File: config.mk
export PLATFORM = sky130hd
export DESIGN_NAME = comparador_serial_izq_der
export DESIGN_NICKNAME = d
export VERILOG_FILES = /design/src/rtl/comparador_pkg.sv /design/src/rtl/celda_comparadora_izq_der.sv /design/src/rtl/comparador_serial_izq_der.sv
export SDC_FILE = /design/constraint.sdc
export NUM_CORES = 1
export LEC_CHECK = 0
export ABC_AREA = 1
export CORE_ASPECT_RATIO = 1.2
export CORE_MARGIN = 5
export CORE_UTILIZATION = 49
export CTS_CLUSTER_DIAMETER = 150
export DETAILED_ROUTE_END_ITERATION = 16
export GPL_TIMING_DRIVEN = 0
export PLACE_DENSITY = 0.78
export SLEW_MARGIN = 25
export SYNTH_ARGS = -nofsm -noshare
export SYNTH_HDL_FRONTEND = slang
export SYNTH_SLANG_ARGS = --single-unit
File: constraint.sdc
create_clock -name clk -period 1.6 [get_ports clk]
set_input_delay 0.32 -clock clk [delete_from_list [all_inputs] [get_ports clk]]
set_output_delay 0.32 -clock clk [all_outputs]
set_load 0.03 [all_outputs]
File: src/rtl/comparador_pkg.sv
// Shared constants for the left-to-right serial comparator: FSM state codes
// and the one-hot {mayor, igual, menor} result encodings.
package comparador_pkg;

   localparam logic [1:0] IDLE    = 2'd0;
   localparam logic [1:0] COMPARA = 2'd1;
   localparam logic [1:0] FIN     = 2'd2;

   // Result vector ordering is {mayor, igual, menor}.
   localparam logic [2:0] RES_NINGUNO = 3'b000;
   localparam logic [2:0] RES_MAYOR   = 3'b100;
   localparam logic [2:0] RES_IGUAL   = 3'b010;
   localparam logic [2:0] RES_MENOR   = 3'b001;

endpackage

File: src/rtl/celda_comparadora_izq_der.sv
// Combinational single-bit comparison cell: flags a difference and whether
// operand a holds the larger bit at this position.
module celda_comparadora_izq_der (
   input  logic a,
   input  logic b,
   output logic dif,
   output logic a_mayor
);

   assign dif     = a ^ b;
   assign a_mayor = a & ~b;

endmodule

File: src/rtl/comparador_serial_izq_der.sv
// Bit-serial unsigned magnitude comparator scanning MSB to LSB, one bit per
// clock, stopping at the first differing position.
module comparador_serial_izq_der
   import comparador_pkg::*;
#(
   parameter int N  = 4,
   parameter int CW = $clog2(N + 1)
) (
   input  logic          clk,
   input  logic          reset,
   input  logic          start,
   input  logic [N-1:0]  A,
   input  logic [N-1:0]  B,
   output logic          busy,
   output logic          done,
   output logic          mayor,
   output logic          igual,
   output logic          menor,
   output logic [CW-1:0] bits_comparados
);

   localparam int IW = (N > 1) ? $clog2(N) : 1;

   logic [1:0]    estado_q, estado_d;
   logic [N-1:0]  a_q, a_d;
   logic [N-1:0]  b_q, b_d;
   logic [IW-1:0] idx_q, idx_d;
   logic [2:0]    res_q, res_d;
   logic [CW-1:0] cnt_q, cnt_d;

   logic bit_a, bit_b, dif, a_mayor;

   assign bit_a = a_q[idx_q];
   assign bit_b = b_q[idx_q];

   celda_comparadora_izq_der u_celda (
      .a       (bit_a),
      .b       (bit_b),
      .dif     (dif),
      .a_mayor (a_mayor)
   );

   always_comb begin
      estado_d = estado_q;
      a_d      = a_q;
      b_d      = b_q;
      idx_d    = idx_q;
      res_d    = res_q;
      cnt_d    = cnt_q;
      case (estado_q)
         IDLE: begin
            if (start) begin
               a_d      = A;
               b_d      = B;
               idx_d    = IW'(N - 1);
               res_d    = RES_NINGUNO;
               cnt_d    = '0;
               estado_d = COMPARA;
            end
         end
         COMPARA: begin
            cnt_d = cnt_q + CW'(1);
            if (dif) begin
               res_d    = a_mayor ? RES_MAYOR : RES_MENOR;
               estado_d = FIN;
            end else if (idx_q == '0) begin
               // Reaching bit 0 without a difference ends the scan, so idx never wraps.
               res_d    = RES_IGUAL;
               estado_d = FIN;
            end else begin
               idx_d = idx_q - IW'(1);
            end
         end
         FIN:     estado_d = IDLE;
         default: estado_d = IDLE;
      endcase
   end

   always_ff @(posedge clk) begin
      if (reset) begin
         estado_q <= IDLE;
         a_q      <= '0;
         b_q      <= '0;
         idx_q    <= '0;
         res_q    <= RES_NINGUNO;
         cnt_q    <= '0;
      end else begin
         estado_q <= estado_d;
         a_q      <= a_d;
         b_q      <= b_d;
         idx_q    <= idx_d;
         res_q    <= res_d;
         cnt_q    <= cnt_d;
      end
   end

   assign busy            = (estado_q == COMPARA) || (estado_q == FIN);
   assign done            = (estado_q == FIN);
   assign mayor           = res_q[2];
   assign igual           = res_q[1];
   assign menor           = res_q[0];
   assign bits_comparados = cnt_q;

endmodule
==> results.sh, run 1 <==
export IMPL_synth_edf_count=0
export IMPL_cts_tree="built"
export IMPL_crit_fanout=9
export IMPL_whs_endpoint="res_q[1]"
export IMPL_finalCritPeriodShare_pct=93.75
export IMPL_overflow=0
export IMPL_holdCritPathClass="reg -> reg"
export IMPL_n_antenna_cell=0
export IMPL_netlist_area_um2=917.1
export IMPL_cts_buffers=3
export IMPL_yosysUniqueCellTypes=17
export IMPL_ir_worst_vdd_v=0.0008418
export IMPL_yosysMostFrequentCell="nand2_1"
export IMPL_status="finished clean"
export IMPL_clock_sinks=18
export IMPL_drt_iter0_drc=10
export IMPL_cp_required_ns=1.80
export IMPL_grt_pass1_wl_um=2987
export IMPL_r2r_cells=11
export IMPL_fin_worst_skew_ns=0.004006
export IMPL_slew_headroom_pct=80.01
export IMPL_htreeDepth=1
export IMPL_clk_path_buf_depth=2
export IMPL_path_class="reg -> reg"
export IMPL_yosysSeqAreaShare_pct=39.29
export IMPL_grt_max_degree=11
export IMPL_synth_nets=141
export IMPL_final_cell_count_no_fill=165
export IMPL_fp_row_count=17
export IMPL_whs_path_depth=2
export IMPL_via_per_inst=4.964
export IMPL_initial_core_util_pct=50.73
export IMPL_routedWlPerCell_um=10.68
export IMPL_place_gp_congestion=0.7548
export IMPL_ys_ff_latch=18
export IMPL_yosysTopAreaCellShare_pct=39.29
export IMPL_synth_area_per_cell_um2=7.456
export IMPL_leakage_nw=0.5680
export IMPL_timing_hold_ws_ns=0.4601
export IMPL_r2r_start="idx_q[0]"
export IMPL_yosys_top_cells_area="dfxtp_1 39%, ha_1 9.5%, a21oi_1 9.3%, nand2_1 9.0%, inv_1 7.0%"
export IMPL_r2r_slack_ns=0.1
export IMPL_coreArea_um2=1808
export IMPL_clk_latency_ns=0.30
export IMPL_vias=819
export IMPL_clk_pin_slew_ns=0.10
export IMPL_grt_total_usage_pct=13.43
export IMPL_synth_common_cells="22 x nand2_1, 18 x dfxtp_1, 17 x a21oi_1, 17 x inv_1, 12 x nor2_1"
export IMPL_min_delay_start="res_q[1]"
export IMPL_drive_above_1_share_pct=18.49
export IMPL_power_density_nw_per_um2=1070
export IMPL_ios=19
export IMPL_synth_ff_type="dfxtp_1"
export IMPL_grt_pass1_vias=756
export IMPL_cts_root_buf="clkbuf_4"
export IMPL_synth_cells=123
export IMPL_n_fill_cell=169
export IMPL_reg2reg_to="idx_q[1]"
export IMPL_synth_warnings=0
export IMPL_final_hold_violation_count=0
export IMPL_synthToLayoutAreaGrowth_pct=28.79
export IMPL_grt_antenna_before_repair=0
export IMPL_port_buffers=18
export IMPL_crit_path_end_kind="flop"
export IMPL_remaining_drc_errors=0
export IMPL_tightest_slew_ns=0.3010
export IMPL_grt_setup_unrepaired="no"
export IMPL_die_h_um=57.39
export IMPL_async_flop_share_pct=0
export IMPL_cap_viol_max_count=0
export IMPL_die_w_um=49.50
export IMPL_fin_crit_ns=1.500
export IMPL_multi_input_area_um2=484.2
export IMPL_arrival_ns=1.70
export IMPL_dr_pass1_iters=4
export IMPL_final_nets=165
export IMPL_startpoint_type="flop"
export IMPL_setup_tns_ns=0
export IMPL_fmax_ghz=0.6667
export IMPL_hpwl_um=1397
export IMPL_placedCellCount=160
export IMPL_die_area_um2=2841
export IMPL_drt_wl_total_um=1762
export IMPL_drtAntennaViolNets=0
export IMPL_yosys_area_top_type="dfxtp_1"
export IMPL_seq_area_um2=366.6
export IMPL_drv_slew=0
export IMPL_setup_viol=0
flip-flops by register name, indices dropped and copies added (netlist names):
signal,count
a_q,4
b_q,4
bits_comparados,3
res_q,3
estado_q,2
idx_q,2
worst max-delay path: stages, from the launching register on:
cell     delay [ns]
dfxtp_4        0.38
inv_4          0.05
a21oi_2        0.10
o21ai_1        0.07
nand2_1        0.08
inv_1          0.07
ha_4           0.29
nand3_4        0.12
inv_2          0.08
nand3_1        0.07
nand2_1        0.06
nor2_1         0.03
repair_timing:
action / 4_1_cts / 5_1_grt
buffers inserted: 0 / 1
setup endpoints to repair: 14 / 9
pin swaps: 0 / 3
gates resized for setup: 13 / 15
hold buffers: 0 / 0
gates cloned: 0 / 0
routing by layer:
| layer | GRT usage [%] | part of all wire (%) |
|---|---|---|
| met5 | 0 | 0 |
| met1 | 14.47 | 41 |
| met4 | 7.865 | 2.0 |
| met2 | 23.20 | 50 |
| met3 | 3.655 | 6.7 |
cell families after synthesis:
kind of cell               after synthesis  share of synthesized area [%]
buffers and inverters                   22                          10.64
and+or+nand+nor                         47                          24.15
adders and majority gates                7                          9.549
AOI/OAI and AO/OA                       29                          16.37
DFF                                     18                          39.29
report_power, final:
part           switching [mW]  internal, mW
clock                   0.151         0.139
sequential             0.0254         0.499
combinational           0.270         0.180
worst max-delay path by stage:
stage | cells past startpoint | endpoint | startpoint
floorplan | 11 | idx_q[0] | idx_q[0]
global placement | 3 | busy | estado_q[0]
detailed placement | 3 | busy | estado_q[0]
CTS | 3 | busy | estado_q[0]
global route | 11 | idx_q[0] | idx_q[0]
finish | 11 | idx_q[1] | idx_q[0]
cell type report:
cell class / instances / area share [%]
flip-flops and latches: 18 / 31.04
inverters: 19 / 6.250
well taps: 19 / 2.013
clock buffers: 4 / 3.072
plain buffers: 3 / 2.225
multi-input cells: 83 / 41.00
repair buffers: 19 / 14.41
metrics by stage:
step	cell area, um^2	worst slack, ns	util (%)	total power, mW
final	1181	0.09998	65.33	1.264
after global placement	1121	-0.05691	62.01	0.9345
after CTS	1165	-0.03261	64.43	1.253
after detailed placement	1121	-0.05940	62.01	0.9496
after floorplan	917.1	0.1241	-	0.8378
after global routing	1181	0.004510	65.33	1.358
layout by cell type, fill, tap and decap left out:
cell              n
clkbuf_8          1
buf_2             1
inv_2             3
o21ai_0           3
clkbuf_2          1
dfxtp_4           1
clkdlybuf4s50_1  10
a21oi_2           2
ha_4              1
o21ai_1           7
buf_4             3
dfxtp_1          15
nand3_1           7
dfxtp_2           2
dlygate4sd2_1     6
o211ai_1          2
buf_6             1
nor2_1           12
inv_4             1
nand2_4           2
nand2_2           4
nand4_1           1
ha_1              6
inv_1            15
a21oi_1          15
clkbuf_4          3
nand3_4           1
nand2_1          20
Note: power is estimated with default switching activity, not from simulation.
==> run 2, diff against run 1 <==
==> constraint.sdc (replaced) <==
create_clock -name clk -period 1.7 [get_ports clk]
set_input_delay 0.34 -clock clk [delete_from_list [all_inputs] [get_ports clk]]
set_output_delay 0.34 -clock clk [all_outputs]
set_load 0.03 [all_outputs]
==> results.sh, run 2 (synthesis gave the netlist of run 1 again) <==
export IMPL_power_density_nw_per_um2=997.3
export IMPL_multi_input_area_um2=471.7
export IMPL_r2r_slack_ns=0.14
export IMPL_cts_setup_buffers=0
export IMPL_cap_viol_max_count=0
export IMPL_slew_headroom_pct=78.80
export IMPL_die_w_um=49.50
export IMPL_top_regs="a_q x4, b_q x4"
export IMPL_critPathMaxStageDelay_ns=0.66
export IMPL_vias=826
export IMPL_remaining_drc_errors=0
export IMPL_setup_tns_ns=0
export IMPL_reg2reg_to="idx_q[1]"
export IMPL_whs_path_depth=2
export IMPL_ir_worst_vdd_v=0.0007992
export IMPL_routedWlPerCell_um=10.75
export IMPL_coreArea_um2=1808
export IMPL_port_buffers=18
export IMPL_clk_path_buf_depth=2
export IMPL_clk_latency_ns=0.30
export IMPL_grt_pass1_vias=750
export IMPL_ios=19
export IMPL_grt_max_degree=11
export IMPL_die_area_um2=2841
export IMPL_cts_buffers=3
export IMPL_htreeDepth=1
export IMPL_leakage_nw=0.5857
export IMPL_drt_iter0_drc=10
export IMPL_seq_area_um2=362.8
export IMPL_setup_viol=0
export IMPL_n_fill_cell=167
export IMPL_crit_fanout=2
export IMPL_finalCritPeriodShare_pct=96.55
export IMPL_cts_root_buf="clkbuf_4"
export IMPL_startpoint_type="flop"
export IMPL_min_delay_start="a_q[2]"
export IMPL_fin_worst_skew_ns=0.003523
export IMPL_drive_above_1_share_pct=12.41
export IMPL_crit_chain="clkdlybuf4s50_1"
export IMPL_hpwl_um=1397
export IMPL_grt_antenna_before_repair=0
export IMPL_grt_total_usage_pct=13.43
export IMPL_initial_core_util_pct=50.73
export IMPL_dpl_cell_area_um2=1121
export IMPL_holdCritPathClass="reg -> reg"
export IMPL_via_per_inst=5.037
export IMPL_pre_cts_ws_ns=0.02060
export IMPL_crit_path_end_kind="output pin"
export IMPL_dr_pass1_iters=4
export IMPL_final_nets=164
export IMPL_drt_wl_total_um=1763
export IMPL_final_hold_violation_count=0
export IMPL_drv_slew=0
export IMPL_die_h_um=57.39
export IMPL_cp_buffers_inverters=1
export IMPL_clock_sinks=18
export IMPL_drtAntennaViolNets=0
export IMPL_r2r_cells=11
export IMPL_report_power_total_mw=1.172
export IMPL_fin_crit_ns=1.641
export IMPL_overflow=0
export IMPL_synthToLayoutAreaGrowth_pct=28.10
export IMPL_critPathSlowestCell="clkdlybuf4s50_1"
export IMPL_place_gp_congestion=0.7548
export IMPL_cts_tree="built"
export IMPL_cp_required_ns=1.36
export IMPL_arrival_ns=1.30
export IMPL_status="finished clean"
export IMPL_layout_common_cells="22 x nand2_1, 17 x inv_1, 17 x a21oi_1"
export IMPL_tightest_slew_ns=0.3175
export IMPL_clk_pin_slew_ns=0.10
export IMPL_grt_pass1_wl_um=2987
export IMPL_n_antenna_cell=0
export IMPL_path_class="reg -> out"
export IMPL_setup_ws_ns=0.05861
export IMPL_whs_endpoint="a_q[2]"
export IMPL_fp_row_count=17
export IMPL_layout_commonest_cell="nand2_1"
export IMPL_r2r_start="idx_q[1]"
export IMPL_holdBufCountCts=0
export IMPL_postLayoutCellArea_um2=1175
export IMPL_fmax_ghz=0.6092
export IMPL_grt_setup_unrepaired="no"
export IMPL_crit_family="buffers and inverters"
run 2: power breakdown:
| group | leakage, nW | total, mW | switching (mW) | internal [mW] |
|---|---|---|---|---|
| Clock | 0.0210 | 0.272 | 0.142 | 0.131 |
| Combinational | 0.416 | 0.409 | 0.245 | 0.164 |
| Sequential | 0.149 | 0.490 | 0.0220 | 0.468 |
run 2: layout make-up:
| type | count | area share, % |
|---|---|---|
| clock buffers | 4 | 3.088 |
| multi-input cells | 83 | 40.15 |
| flip-flops and latches | 18 | 30.88 |
| repair buffers | 18 | 15.55 |
| plain buffers | 3 | 2.236 |
| well taps | 19 | 2.023 |
| inverters | 19 | 6.070 |
run 2: metrics by stage:
stage          hold WS, ns  std cells  util, %
6_report            0.4579        164    64.98
3_5_place_dp        0.4457        160    62.01
4_1_cts             0.4626        164    63.88
3_3_place_gp        0.4442        160    62.01
5_1_grt             0.4740        164    64.98
2_1_floorplan       0.4091        123        -
run 2: metal layers:
metal / vias to the layer above / global-route usage, % / routed length (um)
met5: - / 0 / 0
met1: 365 / 14.63 / 733
met2: 17 / 23.02 / 899
li1: 440 / - / -
met3: 4 / 3.655 / 94
met4: 0 / 7.865 / 35
run 2: worst max path at each step:
stage	start	end	slack, ns	cells past startpoint
after global placement	estado_q[0]	busy	0.02	3
after detailed placement	estado_q[0]	busy	0.02	3
final	res_q[1]	igual	0.06	1
after CTS	bits_comparados[2]	bits_comparados[2]	0.02	1
after floorplan	idx_q[0]	idx_q[0]	0.22	11
after global routing	res_q[1]	igual	0.002	1
run 2: what timing repair did:
item / 4_1_cts / 5_1_grt
cloned: 0 / 0
pin swaps: 0 / 0
endpoints found under the setup margin: 4 / 10
hold endpoints to repair: 0 / 0
gates resized for setup: 6 / 5
==> run 3, diff against run 2 <==
--- a/config.mk
+++ b/config.mk
@@ -6,14 +6,14 @@
 export NUM_CORES = 1
 export LEC_CHECK = 0
 export ABC_AREA = 1
+export CAP_MARGIN = 10
 export CORE_ASPECT_RATIO = 1.2
 export CORE_MARGIN = 5
 export CORE_UTILIZATION = 49
-export CTS_CLUSTER_DIAMETER = 150
 export DETAILED_ROUTE_END_ITERATION = 16
 export GPL_TIMING_DRIVEN = 0
 export PLACE_DENSITY = 0.78
-export SLEW_MARGIN = 25
+export SLEW_MARGIN = 20
 export SYNTH_ARGS = -nofsm -noshare
 export SYNTH_HDL_FRONTEND = slang
 export SYNTH_SLANG_ARGS = --single-unit
==> results of run 3 <==
The final DEF is identical to that of run 2; final timing and power are the same.
